--- config.mk ---
export PLATFORM = sky130hd
export DESIGN_NAME = vote_session_ctrl
export DESIGN_NICKNAME = d
export VERILOG_FILES = /design/src/rtl/vote_session_ctrl.sv
export SDC_FILE = /design/constraint.sdc
export NUM_CORES = 1
export LEC_CHECK = 0
export ABC_AREA = 1
export CORE_MARGIN = 2
export CORE_UTILIZATION = 52
export DETAILED_ROUTE_END_ITERATION = 6
export PLACE_DENSITY = 0.78
export SLEW_MARGIN = 20
export SYNTH_ARGS = -nofsm -noshare
export SYNTH_HDL_FRONTEND = slang
export SYNTH_SLANG_ARGS = --single-unit
--- constraint.sdc ---
create_clock -name clk -period 2.5 [get_ports clk]
set_input_delay 0.5 -clock clk [delete_from_list [all_inputs] [get_ports clk]]
set_output_delay 0.5 -clock clk [all_outputs]
set_load 0.01 [all_outputs]
--- src/rtl/vote_session_ctrl.sv ---
// Four-voter ballot session controller: opens a window on start, latches one
// ballot per voter, closes on full turnout or timeout, then publishes the tally.
module vote_session_ctrl #(
  parameter int unsigned TIMEOUT = 16
) (
  input  logic       clk,
  input  logic       rst,
  input  logic       start,
  input  logic [3:0] vote_en,
  input  logic [3:0] vote_val,
  output logic       busy,
  output logic [3:0] voted,
  output logic [2:0] yes_cnt,
  output logic [2:0] no_cnt,
  output logic       pass,
  output logic       tie,
  output logic       done
);

  typedef enum logic [1:0] {
    S_IDLE  = 2'd0,
    S_OPEN  = 2'd1,
    S_TALLY = 2'd2,
    S_DONE  = 2'd3
  } state_t;

  localparam logic [7:0] LAST_CYC = 8'(TIMEOUT - 1);

  state_t     state_q;
  logic [3:0] voted_q;
  logic [3:0] ballot_q;
  logic [7:0] win_cnt_q;
  logic [2:0] yes_q;
  logic [2:0] no_q;
  logic       pass_q;
  logic       tie_q;
  logic       done_q;
  logic       busy_q;

  logic [3:0] accept_d;
  logic [3:0] voted_d;
  logic [3:0] ballot_d;
  logic       close_d;
  logic [2:0] yes_d;
  logic [2:0] no_d;

  function automatic logic [2:0] popcount4(input logic [3:0] v);
    popcount4 = {2'b00, v[0]} + {2'b00, v[1]} + {2'b00, v[2]} + {2'b00, v[3]};
  endfunction

  // Only a voter's first strobe in a session is accepted; later ones are dropped.
  always_comb begin
    accept_d = vote_en & ~voted_q;
    voted_d  = voted_q | accept_d;
    ballot_d = (ballot_q & ~accept_d) | (vote_val & accept_d);
    close_d  = (voted_d == 4'b1111) || (win_cnt_q == LAST_CYC);
    yes_d    = popcount4(ballot_q & voted_q);
    no_d     = popcount4(~ballot_q & voted_q);
  end

  always_ff @(posedge clk or posedge rst) begin
    if (rst) begin
      state_q   <= S_IDLE;
      voted_q   <= 4'b0000;
      ballot_q  <= 4'b0000;
      win_cnt_q <= 8'd0;
      yes_q     <= 3'd0;
      no_q      <= 3'd0;
      pass_q    <= 1'b0;
      tie_q     <= 1'b0;
      done_q    <= 1'b0;
      busy_q    <= 1'b0;
    end else begin
      done_q <= 1'b0;
      case (state_q)
        S_IDLE: begin
          if (start) begin
            state_q   <= S_OPEN;
            busy_q    <= 1'b1;
            voted_q   <= 4'b0000;
            ballot_q  <= 4'b0000;
            win_cnt_q <= 8'd0;
          end
        end
        S_OPEN: begin
          voted_q   <= voted_d;
          ballot_q  <= ballot_d;
          win_cnt_q <= win_cnt_q + 8'd1;
          if (close_d) begin
            state_q <= S_TALLY;
          end
        end
        S_TALLY: begin
          yes_q   <= yes_d;
          no_q    <= no_d;
          pass_q  <= (yes_d >= 3'd3);
          tie_q   <= (yes_d == 3'd2) && (no_d == 3'd2);
          done_q  <= 1'b1;
          busy_q  <= 1'b0;
          state_q <= S_DONE;
        end
        S_DONE: begin
          state_q <= S_IDLE;
        end
        default: begin
          state_q <= S_IDLE;
        end
      endcase
    end
  end

  assign busy    = busy_q;
  assign voted   = voted_q;
  assign yes_cnt = yes_q;
  assign no_cnt  = no_q;
  assign pass    = pass_q;
  assign tie     = tie_q;
  assign done    = done_q;

endmodule

==> results summary <==
The number of antenna violations at the first check in global routing was 0. The worst voltage drop across the vdd grid came out at 0.0007758 V. STA classifies the critical path startpoint as a flop. Summing every instance area after synthesis gives 0.001470 mm^2. The number of violations of the max-capacitance limit came out at 0. Data on the critical path arrives at its endpoint at 2.32 ns.

The async set or reset register ratio after synthesis came out at 1.000. The die is 57.17 um tall. The number of library cell types mapped by synthesis came out at 18. The pin count of the biggest net entering global routing is 29. The floorplan step set the die width to 57.17 um. In this run the standard cell core region covers 0.002710 mm^2. The total number of H-tree levels came out at 1. The fraction of the yosys area taken by sequential cells came out at 0.4766.

The slew of the pin with the lowest slew margin is 0.3480 ns. The total power draw came out at 1.869 mW. The number of rows in the core area is 19. The post-cts repair resize count came out at 0.

The summed negative setup slack over all endpoints came out at 0 ns. Clock tree synthesis found a total of 28 sinks. The total setup violations reported at the end of the flow is 0.

Across every metal layer, demand over resource in global routing totals 0.1985. The number of nets with antenna violations after detailed routing came out at 0. The count of final hold-check violations came out at 0. The area share of the largest cell type after synthesis came out at 0.4766.

The flow ran to the end, and the final reports show no timing, DRC or antenna violations. The first global-routing pass estimated 5050 um of wire. In this design, the stage delay of the slowest critical-path cell is 0.53 ns. In this run the worst hold path is classified as flop to flop. Synthesis produced a netlist whose cell count is 182. The worst hold path cell count came out at 2.

The endpoint type of the worst setup path is a flop. The routability-driven placement congestion ratio came out at 0.7458. The detailed-route wire length per cell came out at 12.16 um. The first-iteration detailed-routing DRC count is 42. In this run the worst setup path begins at voted[0]. The post-route fraction of the period consumed by the critical path is 0.8159.

The clock slew at the register clock pins of the worst setup and hold paths came out at 0.16 ns. The most common cell in the synthesized netlist is nand2_1. The hold-fix buffer count after cts came out at 0. The final standard cell utilization of the core is 0.6662. The number of placed instances, taps included, is 237. The maximum achievable frequency is 490.2 MHz. The per-instance average area after synthesis came out at 8.078 um^2. The overall via count from detail_route is 1227. The HPWL after detailed placement is 2249 um. The number of global-route vias before repair came out at 1173. The first-pass iteration count of the detailed router is 4.

Power spread over the standard cell area amounts to 1035 mW/mm^2. Setup repair after global routing left no endpoint under its margin. Headroom to the max-slew limit came out at 0.7680. The synthesized design spends more area on one cell type than any other, namely dfrtp_1.

The worst hold path begins at yes_cnt[1]. By area the synthesized netlist is led by dfrtp_1, nand2_1, ha_1. The number of cells on the worst reg-to-reg path is 9. The initial utilization of the core area, before any placement, comes to 0.5425. The post-synth net total came out at 204. The clock skew after layout is 0.01335 ns.

The final cell count without fillers is 241. The area growth from synthesis to layout came out at 22.81%. The number of post-CTS setup repair buffers came out at 0. During synthesis, Yosys emitted a total of 0 warnings. The clock tree buffer depth is 2. The root buffer cell chosen for the clock tree is clkbuf_4. In this run the worst path has a maximum fanout of 5. The final-report max-slew violation count is 0. The critical path in this run is classified as flop to flop. The clock latency on the worst-skew pair is 0.34 ns. The total congestion overflow after global routing is 0. Buffers placed on the I/O ports in this run total 24. The number of clock buffers inserted by TritonCTS is 3. The full die area came out at 0.003268 mm^2.

The required time of the worst setup path came out at 2.78 ns. Counting instances in the post-synthesis netlist gives the leading cell types as nand2_1, inv_1, dfrtp_1. The slowest cell on the critical path is fa_1.

In the routed design, unresolved DRC markers number 0. The routed via count divided by cell count is 5.091. For this run, the leading register cell type out of synthesis is dfrtp_1.

The number of enable flip-flop cells after synthesis came out at 0. The fraction of final layout cells with drive strength greater than 1 is 0.04762. The critical path goes through nand2_1, fa_1, inv_1, ha_1, ha_1, nand2_1, nor2_1, nand4_1, o21ai_0. The startpoint identified for the worst register-to-register timing path is voted[0]. The aggregate routed wire length came out at 2931 um.

The number of storage elements in the synthesis netlist came out at 28. The shortest period the worst path allows is 2.040 ns. The leakage component of the power came out at 0.9276 nW. TritonCTS built the clock tree. The final net count came out at 233. Pin placement for this block handled 25 I/O pins. The number of antenna repair diodes came out at 0.
area by class of cell:
| cell class | count | area [um^2] |
|---|---|---|
| Inverter | 31 | 116.4 |
| Multi-Input combinational cell | 122 | 649.4 |
| Clock buffer | 3 | 22.52 |
| Timing Repair Buffer | 25 | 247.7 |
| Tap cell | 31 | 38.79 |
| Sequential cell | 28 | 700.7 |
| Clock inverter | 1 | 30.03 |
| Fill cell | 227 | 904.6 |
cells in the final DEF, fill, tap and decap left out, types with 2 or more instances in the layout:
cell | Yosys | final
a211oi_1 | 4 | 4
a21oi_1 | 9 | 9
clkbuf_4 | 0 | 3
clkdlybuf4s50_1 | 0 | 24
dfrtp_1 | 28 | 28
fa_1 | 2 | 2
ha_1 | 9 | 9
inv_1 | 30 | 30
nand2_1 | 52 | 52
nand3_1 | 6 | 6
nor2_1 | 17 | 17
nor2_2 | 2 | 2
o21ai_0 | 16 | 16
worst max-delay path, delay by kind of cell (launching register included):
kind	cells	cell delay, ns
AND/OR/NAND/NOR	4	0.33
adder cells (fa/ha/maj)	3	1.04
buffers and inverters	1	0.04
flip-flops	1	0.43
AO/OA/AOI/OAI	1	0.13
kinds of logic after synthesis:
family | share of synthesized area
compound gates | 0.1140
fa+ha+maj | 0.1038
buf+inv | 0.08170
flops | 0.4766
simple gates | 0.2238
metal layers:
layer  vias up  wire length [um]  track usage
met2        24              1390       0.3383
met4         0                43      0.06645
li1        626                 -            -
met5         -                 0            0
met1       571              1382       0.2560
met3         6               115      0.03628
power by group:
group	switching (mW)	total, mW	internal [mW]
Clock	0.138	0.300	0.162
Combinational	0.524	0.879	0.354
Sequential	0.0991	0.690	0.591
Total	0.761	1.87	1.11
final timing paths:
kind                           endpoint  slack (ns)
min in group asynchronous           tie        0.50
min                          yes_cnt[1]        0.49
min reg2reg                  yes_cnt[1]        0.49
max in group asynchronous  win_cnt_q[4]        1.73
max                                 tie        0.46
max reg2reg                         tie        0.46
stage by stage:
| stage | worst slack, ns | hold WS [ns] | area [um^2] |
|---|---|---|---|
| finish | 0.4602 | 0.4889 | 1805 |
| global route | 0.2910 | 0.5358 | 1805 |
| CTS | 0.4422 | 0.4950 | 1805 |
| detailed placement | 0.4936 | 0.4598 | 1753 |
| global placement | 0.5457 | 0.4560 | 1753 |
| floorplan | 0.5366 | 0.4670 | 1470 |
sequential cells by signal, indices dropped and copies added (netlist names):
signal / cells
busy: 1
voted: 4
ballot_q: 4
yes_cnt: 3
pass: 1
win_cnt_q: 8
no_cnt: 3
done: 1
state_q: 2
tie: 1
(Power assumes the default switching activity.)
